<file path="config.mk">
export PLATFORM = sky130hd
export DESIGN_NAME = audiodac_wr_arbiter
export DESIGN_NICKNAME = d
export VERILOG_FILES = /design/src/rtl/audiodac_pkg.sv /design/src/rtl/audiodac_wr_arbiter_rr_pick.sv /design/src/rtl/audiodac_wr_arbiter.sv
export SDC_FILE = /design/constraint.sdc
export NUM_CORES = 1
export LEC_CHECK = 0
export BUFFER_PORTS_ARGS = -buffer_cell sky130_fd_sc_hd__buf_4
export CAP_MARGIN = 10
export CELL_PAD_IN_SITES_DETAIL_PLACEMENT = 0
export CELL_PAD_IN_SITES_GLOBAL_PLACEMENT = 1
export CORE_MARGIN = 2
export CORE_UTILIZATION = 38
export DETAILED_ROUTE_END_ITERATION = 10
export PLACE_DENSITY_LB_ADDON = 0.1
export SLEW_MARGIN = 40
export SYNTH_ARGS = -nofsm -noshare
export SYNTH_HDL_FRONTEND = slang
export SYNTH_SLANG_ARGS = --single-unit
</file>
<file path="constraint.sdc">
create_clock -name clk_i -period 2.9 [get_ports clk_i]
set_clock_uncertainty 0.05 [all_clocks]
set_input_delay 0.145 -clock clk_i [delete_from_list [all_inputs] [get_ports clk_i]]
set_output_delay 0.145 -clock clk_i [all_outputs]
set_load 0.005 [all_outputs]
</file>
<file path="src/rtl/audiodac_pkg.sv">
// Shared types and constants for the audio DAC write path.
package audiodac_pkg;

    typedef enum logic [1:0] {
        ST_IDLE = 2'd0,
        ST_WR   = 2'd1,
        ST_REL  = 2'd2,
        ST_DONE = 2'd3
    } wr_state_e;

    localparam int AUDIO_WIDTH_DEF = 16;

    // Zero level of an offset-binary sample; the test pattern source starts here.
    localparam logic [AUDIO_WIDTH_DEF-1:0] AUDIO_MIDSCALE = {1'b1, {(AUDIO_WIDTH_DEF-1){1'b0}}};

endpackage

</file>
<file path="src/rtl/audiodac_wr_arbiter_rr_pick.sv">
// Rotate-priority encoder: lowest set request at or above ptr_i, else lowest set overall.
module rr_pick #(
    parameter int N     = 2,
    parameter int IDX_W = 1
) (
    input  logic [N-1:0]     req_i,
    input  logic [IDX_W-1:0] ptr_i,
    output logic [IDX_W-1:0] idx_o,
    output logic             vld_o
);

    logic [IDX_W-1:0] idx_hi, idx_lo;
    logic             vld_hi, vld_lo;

    // Scanning downward leaves the lowest matching index in each half.
    always_comb begin
        idx_hi = '0;
        idx_lo = '0;
        vld_hi = 1'b0;
        vld_lo = 1'b0;
        for (int k = N - 1; k >= 0; k--) begin
            if (req_i[k]) begin
                idx_lo = IDX_W'(k);
                vld_lo = 1'b1;
                if (IDX_W'(k) >= ptr_i) begin
                    idx_hi = IDX_W'(k);
                    vld_hi = 1'b1;
                end
            end
        end
    end

    assign idx_o = vld_hi ? idx_hi : idx_lo;
    assign vld_o = vld_lo;

endmodule

</file>
<file path="src/rtl/audiodac_wr_arbiter.sv">
// Round-robin arbiter sharing the DAC FIFO rdy/ack write port among NREQ producers,
// with optional timeout drop of samples stalled on a full FIFO.
module audiodac_wr_arbiter
    import audiodac_pkg::*;
#(
    parameter int AUDIO_WIDTH = AUDIO_WIDTH_DEF,
    parameter int NREQ        = 2,
    parameter int TMO_W       = 8,
    parameter int CNT_W       = 8
) (
    input  logic                        clk_i,
    input  logic                        rst_n_i,
    input  logic [NREQ-1:0]             req_i,
    input  logic [NREQ*AUDIO_WIDTH-1:0] req_data_i,
    output logic [NREQ-1:0]             req_ack_o,
    output logic [NREQ-1:0]             req_drop_o,
    output logic                        fifo_rdy_o,
    output logic [AUDIO_WIDTH-1:0]      fifo_data_o,
    input  logic                        fifo_ack_i,
    input  logic                        fifo_full_i,
    input  logic                        drop_en_i,
    input  logic [TMO_W-1:0]            tmo_i,
    output logic [CNT_W-1:0]            drop_cnt_o,
    input  logic                        drop_clr_i,
    output logic                        busy_o
);

    localparam int IDX_W = (NREQ > 2) ? 2 : 1;

    wr_state_e               state_q;
    logic [IDX_W-1:0]        grant_q, rr_ptr_q, rr_ptr_d;
    logic [TMO_W-1:0]        tmo_cnt_q;
    logic                    drop_q;
    logic [NREQ-1:0]         ack_q, drop_flag_q, grant_oh;
    logic                    rdy_q, busy_q;
    logic [AUDIO_WIDTH-1:0]  data_q, pick_data;
    logic [CNT_W-1:0]        drop_cnt_q;
    logic [IDX_W-1:0]        pick_idx;
    logic                    pick_vld;
    logic                    wr_tmo;

    rr_pick #(
        .N     (NREQ),
        .IDX_W (IDX_W)
    ) u_pick (
        .req_i (req_i),
        .ptr_i (rr_ptr_q),
        .idx_o (pick_idx),
        .vld_o (pick_vld)
    );

    always_comb begin
        pick_data = '0;
        for (int k = 0; k < NREQ; k++) begin
            if (pick_idx == IDX_W'(k)) pick_data = req_data_i[k*AUDIO_WIDTH +: AUDIO_WIDTH];
        end
    end

    assign grant_oh = NREQ'(1) << grant_q;
    assign rr_ptr_d = (int'(grant_q) == NREQ - 1) ? '0 : grant_q + 1'b1;

    // An ack from the FIFO always wins over a timeout in the same cycle.
    assign wr_tmo = (state_q == ST_WR) && !fifo_ack_i && fifo_full_i &&
                    (tmo_cnt_q == '0) && drop_en_i && (tmo_i != '0);

    always_ff @(posedge clk_i or negedge rst_n_i) begin
        if (!rst_n_i) begin
            state_q     <= ST_IDLE;
            grant_q     <= '0;
            rr_ptr_q    <= '0;
            tmo_cnt_q   <= '0;
            drop_q      <= 1'b0;
            ack_q       <= '0;
            drop_flag_q <= '0;
            rdy_q       <= 1'b0;
            busy_q      <= 1'b0;
            data_q      <= '0;
        end else begin
            case (state_q)
                ST_IDLE: begin
                    if (pick_vld) begin
                        grant_q   <= pick_idx;
                        data_q    <= pick_data;
                        tmo_cnt_q <= tmo_i;
                        rdy_q     <= 1'b1;
                        busy_q    <= 1'b1;
                        state_q   <= ST_WR;
                    end
                end
                ST_WR: begin
                    if (fifo_ack_i) begin
                        rdy_q   <= 1'b0;
                        state_q <= ST_REL;
                    end else if (wr_tmo) begin
                        rdy_q       <= 1'b0;
                        drop_q      <= 1'b1;
                        ack_q       <= grant_oh;
                        drop_flag_q <= grant_oh;
                        state_q     <= ST_DONE;
                    end else if (fifo_full_i && tmo_cnt_q != '0) begin
                        tmo_cnt_q <= tmo_cnt_q - 1'b1;
                    end
                end
                ST_REL: begin
                    if (!fifo_ack_i) begin
                        ack_q       <= grant_oh;
                        drop_flag_q <= drop_q ? grant_oh : '0;
                        state_q     <= ST_DONE;
                    end
                end
                ST_DONE: begin
                    // A requester that already let go gets a one-cycle ack.
                    if (!req_i[grant_q]) begin
                        ack_q       <= '0;
                        drop_flag_q <= '0;
                        drop_q      <= 1'b0;
                        rr_ptr_q    <= rr_ptr_d;
                        busy_q      <= 1'b0;
                        state_q     <= ST_IDLE;
                    end
                end
                default: state_q <= ST_IDLE;
            endcase
        end
    end

    always_ff @(posedge clk_i or negedge rst_n_i) begin
        if (!rst_n_i) begin
            drop_cnt_q <= '0;
        end else if (drop_clr_i) begin
            drop_cnt_q <= '0;
        end else if (wr_tmo && !(&drop_cnt_q)) begin
            drop_cnt_q <= drop_cnt_q + 1'b1;
        end
    end

    assign req_ack_o   = ack_q;
    assign req_drop_o  = drop_flag_q;
    assign fifo_rdy_o  = rdy_q;
    assign fifo_data_o = data_q;
    assign drop_cnt_o  = drop_cnt_q;
    assign busy_o      = busy_q;

endmodule

</file>
==> run_results.csv <==
group,metric,value,unit
run_status,status,"finished, final reports clean",
synth,syn_inst,268,
power_and_ir_drop,p_total,2.70,mW
sta,fin_setup_tns,0,ns
critical_path,path_max_fanout,7,
synth,synth_area_leaders,"dfrtp_1 (43%), mux2i_1 (8.7%), o21ai_0 (5.1%), ha_1 (4.0%), nand2_1 (3.7%)",
synth,syn_area,2530,µm²
sta,slew_violations,0,
synth,synth-edff-count,0,
synth,synth.avg_cell_area,9.43,µm²
place,dpl.cell_count,410,
sta,worstMarginPinSlew,0.748,ns
sta,fmax,411,MHz
clock_network,clockBufferDepth,2,
hold_path,min_from,"drop_clr_i",
clock_network,clockRootBuffer,"clkbuf_8",
floorplan,start_util,0.396,
synth,synthesis.nets,324,
power_and_ir_drop,switchingPower,1.04,mW
route,vias,2251,
sta,hold_viol,0,
route,drcViolationCount,0,
synth,synth_top_area_cell,"dfrtp_1",
sta,holdWs,0.0391,ns
clock_network,numCtsBuffers,5,
hold_path,hold_class,"in2reg",
critical_path,r2r-start,"tmo_cnt_q[0]",
synth,ys_types,49,
synth,ys.flop_type,"dfrtp_1",
route,ant_nets,0,
sta,postLayoutSetupSlackWorst,0.465,ns
hold_path,min_to,"drop_cnt_o[3]",
cells_and_area,nNetsFinal,397,
route,drt-met1-wl,2720,µm
route,vias_per_cell,5.37,
global_routing,grt_util_all_layers,0.176,
place,dpl.hpwl,4470,µm
cells_and_area,layout_commonest_cell,"buf_4",
floorplan,die_area,7320,µm²
global_routing,grt_max_degree,44,
power_and_ir_drop,combinationalPowerShare,0.478,
synth,async_reset_ff_frac,1.00,
critical_path,crit_arrival,2.57,ns
synth,synth_top_area_frac,0.426,
power_and_ir_drop,pwr-share-seq,0.380,
route,drt_iter0_markers,84,
global_routing,grt_pass1_wl,10400,µm
sta,grt_setup_unrepaired,"false",
power_and_ir_drop,swShare,0.387,
critical_path,required,3.03,ns
critical_path,endpoint_kind,"flip-flop",
floorplan,num_rows,29,
global_routing,grt_pass1_vias,2241,
route,highest_layer,"met4",
sta,layout_min_cycle_time,2.44,ns
floorplan,die_w,85.6,µm
route,met3WireLength,362,µm
floorplan,fp.dieH,85.6,µm
place,placed_area,3180,µm²
floorplan,core-area,6390,µm²
critical_path,rr_worst_depth,6,
clock_network,cts_max_level,2,
route,wl_per_cell,14.3,µm
floorplan,pin_count,78,
power_and_ir_drop,clockPowerShare,0.143,
route,wl_met2,2840,µm
power_and_ir_drop,cellLeakagePower,1.53,nW
cells_and_area,fin_util,0.514,
cells_and_area,syn2layout_area_growth,30.0,%
critical_path,crit_type,"reg2reg",
power_and_ir_drop,ir_drop,400,µV
sta,setup_viol,0,
power_and_ir_drop,p_int,1.65,mW
cells_and_area,diodes,0,
synth,yosysSeqAreaShare,0.426,
cells_and_area,fin_area,3280,µm²
sta,min_period_over_period,0.840,
route,wirelength,6010,µm
place,place.port_buffers,77,
route,first_pass_iters,4,
critical_path,regToRegEndpoint,"drop_cnt_o[4]",
global_routing,grt-ovfl-total,0,
clock_network,clkLatencyLatePin,0.30,ns
clock_network,cts_tree,"done",
global_routing,antenna_found_initial,0,
flow_run,cap_violations,0,
cells_and_area,drive_above_1_share,0.304,
hold_path,hold_depth,2,
clock_network,clk_pin_slew,0.08,ns
synth,synth_seq_cells,43,
place,preCtsSetupSlack,0.469,ns
critical_path,r2r_slack,0.46,ns
critical_path,critPathLaunchType,"flip-flop",
sta,slew_headroom,0.496,
power_and_ir_drop,p_per_area,821,nW/µm²
clock_network,cts_sinks,43,
cells_and_area,fin_cells,419,
cells_and_area,final_cell_mix,"buf_4 (80), dfrtp_1 (43), nand2_1 (25), o21ai_0 (25), mux2i_1 (22)",
synth,yosysWarnings,0,
place,place.gp.congestion,0.789,
-- registers in the layout (all words and copies together) (netlist names) --
register,count
rr_ptr_q,1
req_drop_o,2
busy_o,1
drop_cnt_o,8
tmo_cnt_q,8
fifo_rdy_o,1
req_ack_o,2
grant_q,1
state_q,2
drop_q,1
fifo_data_o,16
-- routing by layer --
layer	GRT usage	vias up
li1	-	1121
met1	0.232	1055
met2	0.286	67
met3	0.0414	8
met4	0.0606	0
met5	0	-
-- power groups by stage --
stage / combinational [mW] / clock (mW) / sequential (mW)
after floorplan: 0.829 / 0 / 0.996
after global placement: 1.30 / 0 / 1.02
after detailed placement: 1.30 / 0 / 1.03
after CTS: 1.31 / 0.398 / 1.03
after global routing: 1.45 / 0.424 / 1.06
final: 1.29 / 0.384 / 1.02
-- worst max path at each step --
stage,start,to,slack (ns),cells past startpoint
global route,state_q[1],drop_cnt_o[4],0.27,6
global placement,tmo_cnt_q[0],drop_cnt_o[0],0.55,6
floorplan,tmo_cnt_q[0],drop_cnt_o[0],0.60,7
finish,tmo_cnt_q[0],drop_cnt_o[4],0.46,6
detailed placement,tmo_cnt_q[0],drop_cnt_o[4],0.47,6
CTS,tmo_cnt_q[0],drop_cnt_o[4],0.44,6
-- cells by family after synthesis --
kind of cell / after synthesis / synth area share
flops: 43 / 0.426
simple gates: 89 / 0.179
compound gates: 71 / 0.190
mux: 30 / 0.124
buf+inv: 27 / 0.0416
fa+ha+maj: 8 / 0.0396
-- area by class of cell --
class	count	area, µm²
Sequential cell	43	1080
Multi-Input combinational cell	198	1370
Tap cell	77	96.3
Clock inverter	3	20.0
Fill cell	625	3100
Timing Repair Buffer	81	611
Inverter	12	45.0
Clock buffer	5	68.8
-- what timing repair did --
| action | CTS | global route |
|---|---|---|
| buffers inserted | 0 | 0 |
| setup endpoints to repair | 0 | 0 |
| hold buffers | 1 | 0 |
| hold endpoints to repair | 43 | 0 |
| gates resized for setup | 0 | 0 |
-- synth_stat cells, drive strengths merged, types with 3 or more instances --
library cell	n
mux2i	22
a221oi	3
a31oi	6
or2	3
nor2b	7
nand3	7
nor4	5
a211oi	4
a311oi	3
mux2	8
inv	11
dfrtp	43
buf	4
o21ai	27
o31ai	4
a21oi	8
ha	8
clkbuf	11
nand2	25
nor2	19
nand2b	3
o22a	5
nor3	5
-- worst max-delay path, stage by stage, from the launching register on --
cell and delay [ns]:
dfrtp_1 0.40, inv_1 0.13, ha_1 0.15, or3b_1 0.46
or3_4 0.47, nor4_1 0.30, mux2_1 0.36
Note: power is estimated with default switching activity, not from simulation.
